==> src/rtl/parity_pkg.sv <==
// rtl/parity_pkg.sv - shared types, mode constants and row-parity helper for parity_frame_gen
package parity_pkg;

    typedef enum logic [1:0] {
        RUN      = 2'd0,
        TRL_WAIT = 2'd1,
        TRL_OUT  = 2'd2
    } state_t;

    localparam logic PAR_EVEN = 1'b0;
    localparam logic PAR_ODD  = 1'b1;

    // Widest word row_par accepts; callers zero-extend, which leaves the XOR unchanged.
    localparam int PAR_MAX_W = 64;

    function automatic logic row_par(input logic [PAR_MAX_W-1:0] word, input logic mode);
        return (^word) ^ (mode == PAR_ODD);
    endfunction

endpackage

==> src/rtl/parity_frame_gen.sv <==
// rtl/parity_frame_gen.sv - streaming row parity per word plus a column-parity (LRC) trailer per frame
module parity_frame_gen
    import parity_pkg::*;
#(
    parameter int DATA_W = 8,
    parameter int CNT_W  = 16
) (
    input  logic              clk,
    input  logic              rst_n,
    input  logic              odd_mode,
    input  logic              in_valid,
    output logic              in_ready,
    input  logic [DATA_W-1:0] in_data,
    input  logic              in_last,
    output logic              out_valid,
    input  logic              out_ready,
    output logic [DATA_W-1:0] out_data,
    output logic              out_par,
    output logic              out_last,
    output logic              out_trailer,
    output logic [CNT_W-1:0]  frame_cnt
);

    state_t            state, state_d;
    logic [DATA_W-1:0] lrc;
    logic              mode_q;
    logic              sof_q;
    logic              out_free;
    logic              in_fire;
    logic              trl_fire;
    logic              cur_mode;
    logic [DATA_W-1:0] trl_data;

    assign out_free = !out_valid || out_ready;
    assign in_ready = (state == RUN) && out_free;
    assign in_fire  = in_valid && in_ready;
    assign trl_fire = (state == TRL_OUT) && out_valid && out_ready;

    // The first word of a frame must use the live mode input, later words the latched one.
    assign cur_mode = sof_q ? odd_mode : mode_q;
    assign trl_data = (mode_q == PAR_ODD) ? ~lrc : lrc;

    always_ff @(posedge clk or negedge rst_n) begin
        if (!rst_n) begin
            state <= RUN;
        end else begin
            state <= state_d;
        end
    end

    always_comb begin
        state_d = state;
        case (state)
            RUN:      if (in_fire && in_last) state_d = TRL_WAIT;
            TRL_WAIT: if (out_free)           state_d = TRL_OUT;
            TRL_OUT:  if (trl_fire)           state_d = RUN;
            default:                          state_d = RUN;
        endcase
    end

    always_ff @(posedge clk or negedge rst_n) begin
        if (!rst_n) begin
            lrc    <= '0;
            mode_q <= PAR_EVEN;
            sof_q  <= 1'b1;
        end else if (in_fire) begin
            lrc   <= lrc ^ in_data;
            sof_q <= 1'b0;
            if (sof_q) begin
                mode_q <= odd_mode;
            end
        end else if (trl_fire) begin
            lrc   <= '0;
            sof_q <= 1'b1;
        end
    end

    always_ff @(posedge clk or negedge rst_n) begin
        if (!rst_n) begin
            out_valid   <= 1'b0;
            out_data    <= '0;
            out_par     <= 1'b0;
            out_last    <= 1'b0;
            out_trailer <= 1'b0;
        end else if (in_fire) begin
            out_valid   <= 1'b1;
            out_data    <= in_data;
            out_par     <= row_par(PAR_MAX_W'(in_data), cur_mode);
            out_last    <= 1'b0;
            out_trailer <= 1'b0;
        end else if ((state == TRL_WAIT) && out_free) begin
            out_valid   <= 1'b1;
            out_data    <= trl_data;
            out_par     <= row_par(PAR_MAX_W'(trl_data), mode_q);
            out_last    <= 1'b1;
            out_trailer <= 1'b1;
        end else if (out_ready) begin
            out_valid <= 1'b0;
        end
    end

    always_ff @(posedge clk or negedge rst_n) begin
        if (!rst_n) begin
            frame_cnt <= '0;
        end else if (trl_fire) begin
            frame_cnt <= frame_cnt + CNT_W'(1);
        end
    end

endmodule
==> config.mk <==
export PLATFORM = sky130hd
export DESIGN_NAME = parity_frame_gen
export DESIGN_NICKNAME = d
export VERILOG_FILES = /design/src/rtl/parity_pkg.sv /design/src/rtl/parity_frame_gen.sv
export SDC_FILE = /design/constraint.sdc
export NUM_CORES = 1
export LEC_CHECK = 0
export ABC_AREA = 1
export BUFFER_PORTS_ARGS = -buffer_cell sky130_fd_sc_hd__buf_2
export CAP_MARGIN = 20
export CORE_MARGIN = 5
export CORE_UTILIZATION = 45
export CTS_BUF_LIST = sky130_fd_sc_hd__clkbuf_16
export DETAILED_ROUTE_END_ITERATION = 6
export GPL_TIMING_DRIVEN = 0
export PLACE_DENSITY = 0.7
export SLEW_MARGIN = 20
export SYNTH_ARGS = -nofsm -noshare
export SYNTH_HDL_FRONTEND = slang
export SYNTH_SLANG_ARGS = --single-unit
==> constraint.sdc <==
create_clock -name clk -period 1.25 [get_ports clk]
set_input_delay 0.25 -clock clk [delete_from_list [all_inputs] [get_ports clk]]
set_output_delay 0.25 -clock clk [all_outputs]
set_load 0.02 [all_outputs]
==> qor.txt <==
status = complete, but fails checks
failing checks = negative setup slack
Final min period = 1.47 ns
Critical R2R Launch = state[1]
CTS tree = done
CTS clk-pin slew, worst paths = 0.06 ns
Setup crit end kind = output port
crit-path max FO = 3
worst skew pair latency = 0.28 ns
multi-input logic area = 1270 sq um
number of vias per cell = 4.94
fmax = 679 MHz
Layout fillers = 394
Overall Global Routing Usage = 17.6%
worst r2r path cells = 10
# placed instances = 362
Iter 0 DRT Violations = 78
Power Total = 6840 uW
Unique masters post-synth = 31
clock root cell = clkbuf_16
Clock power frac = 17.8%
Finished Layout Cells = 394
DR WL/cell = 13.6 microns
Fin. Hold Viols = 0
Final WS setup = -0.222 ns
leakage = 0.00163 uW
commonest non-fill, non-tap cell in the layout = nand2_1
H-tree Lvls = 2
worst clock skew = 0.00498 ns
CTS buffer count = 5
Switching Share = 42.4%
grt total ovfl = 0
Slew HR = 43.7%
wire length of the first global-routing pass = 8.45 mm
Final nets = 354
Syn Area/Cell = 8.02 sq um
DRC = 0
Crit. Startpoint = state[1]
HP Class = in2async
Diodes inserted = 0
vias in the first global route = 1891
Port Buf Inserts = 40
CP required = 1.00 ns
post-DP HPWL = 3.31 mm
largest net degree at the start of global routing = 40
share of the synthesized area in the top cell type = 44.3%
Power Dens Cells = 2210 nW/um^2
syn nets = 283
vias post-DR = 1947
max-slew violations = 0
CP Class = reg2out
Worst Max-Slew Pin Slew = 0.845 ns
die area = 6260 sq um
DP Worst Slack = -0.263 ns
Chip Width = 79.1 microns
CP startpoint kind = flip-flop
Sink Count = 39
Post-DRT Antenna Nets = 0
Comb pwr share = 51.5%
initial antenna violation count = 0
Die Ht = 79.1 microns
I/O pin count = 43
max-cap viol count = 0
area delta synth->final = 43.8%
sw power = 2900 uW
FF+latch area = 985 sq um
cts-stage hold buffer count = 0
Starting Density = 45.8%
Internal = 3940 uW
fraction of the cycle the final worst path needs = 118%
synthesis warning total = 0
Synth Register Bits = 39
drt total wl = 5.34 mm
WP data arrival = 1.22 ns
peak supply drop = 1030 uV
Longest Clk Path Bufs = 2
drt pass-1 iters = 4
final weighted congestion in routability-driven placement = 0.795
final setup fails = 35
row count = 25
RSZ-0062 raised after global routing = true
r2r setup slk = -0.21 ns
Sequential Power Share = 30.6%
Post-Syn Area = 2150 sq um
reg2reg end = out_par
share of cells above drive strength 1 = 40.3%
register area share after synthesis = 45.5%
Syn Inst Count = 268
commonest non-fill, non-tap cells in the layout = nand2_1 (76), buf_2 (38), dfrtp_1 (32), inv_1 (23), buf_4 (19)
cell taking the most area after synthesis = dfrtp_1
CORE AREA = 4690 sq um
Synth area leaders = dfrtp_1 (44%), nand2_1 (15%), xnor2_1 (7.7%)
layout make-up:
type	count	share of cell area [%]
multi-input cells	194	41.2
repair inverters	1	0.527
clock inverters	3	0.405
clock buffers	5	4.05
repair buffers	64	14.0
well taps	54	2.19
plain buffers	7	1.74
flip-flops and latches	39	31.9
inverters	27	4.09
sequential cells by signal, indices dropped and copies added, names as in the netlist:
name / cells
out_par: 1
out_trailer: 1
mode_q: 1
state: 2
out_valid: 1
frame_cnt: 16
sof_q: 1
out_data: 8
lrc: 8
cells by family after synthesis:
group                    synth area share (%)
AND/OR/NAND/NOR                          28.4
flip-flops                               45.5
buffers and inverters                    6.41
XOR/XNOR                                 12.6
AO/OA/AOI/OAI                            6.47
adder cells (fa/ha/maj)                 0.582
metrics by stage:
| stage | util (%) | hold WS (ns) | TNS (ns) | instance area, sq um |
|---|---|---|---|---|
| 2_1_floorplan | - | -0.0456 | -2.14 | 2190 |
| 3_3_place_gp | 52.5 | 0.413 | -3.84 | 2460 |
| 3_5_place_dp | 52.5 | 0.422 | -4.27 | 2460 |
| 4_1_cts | 61.6 | 0.109 | -3.06 | 2890 |
| 5_1_grt | 65.8 | 0.164 | -7.21 | 3090 |
| 6_report | 65.8 | 0.0665 | -4.03 | 3090 |
how the worst max path moves through the flow:
| stage | endpoint | slack, ns | cells after the start |
|---|---|---|---|
| 2_1_floorplan | frame_cnt[14] | -0.14 | 7 |
| 3_3_place_gp | frame_cnt[13] | -0.26 | 7 |
| 3_5_place_dp | frame_cnt[14] | -0.26 | 6 |
| 4_1_cts | frame_cnt[13] | -0.19 | 8 |
| 5_1_grt | out_par | -0.30 | 8 |
| 6_report | in_ready | -0.22 | 5 |
synth_stat cells:
cell and number:
nor3_4 1, buf_2 2, clkbuf_1 5, buf_4 1, inv_2 2, xor2_1 12
ha_1 1, nand2_2 3, xnor2_1 19, nand2_1 87, a21oi_1 12, nor3_1 1
nand4_2 1, a22o_1 1, nor2_4 1, nand3b_1 1, nor2_2 5, and3_1 2
o221ai_1 1, clkinv_1 1, o211ai_1 4, nand4_1 1, dfstp_2 1, nand4_4 1
o21ai_1 1, nand3_1 11, dfrtp_1 38, a31oi_1 1, nor2_1 23, inv_1 24
o21ai_0 4
critical path, cell delays in order, from the launching register on:
cell     delay, ns
dfrtp_1       0.38
inv_2         0.10
nand2_2       0.07
nor2_4        0.16
buf_6         0.12
buf_6         0.10
metal layers:
layer  GRT usage (%)  vias to the layer above  routed length (microns)
met5               0                        -                        0
met3            3.74                       11                      245
met1            20.6                      912                     2300
met4            7.73                        0                       99
li1                -                      972                        -
met2            30.9                       52                     2690
power groups by stage:
stage	Clock, uW	Combinational, uW	Sequential (uW)
after global routing	1290	3830	2150
after detailed placement	0	2550	2040
after global placement	0	2500	2040
after floorplan	0	1650	2270
after CTS	1240	3160	2060
final	1220	3520	2090
what timing repair did:
action,CTS,global route
setup buffers,13,10
setup endpoints to repair,33,38
gates cloned,2,0
resized for setup,46,33
pin swaps,8,12
Power figures use the tool's default switching activity.
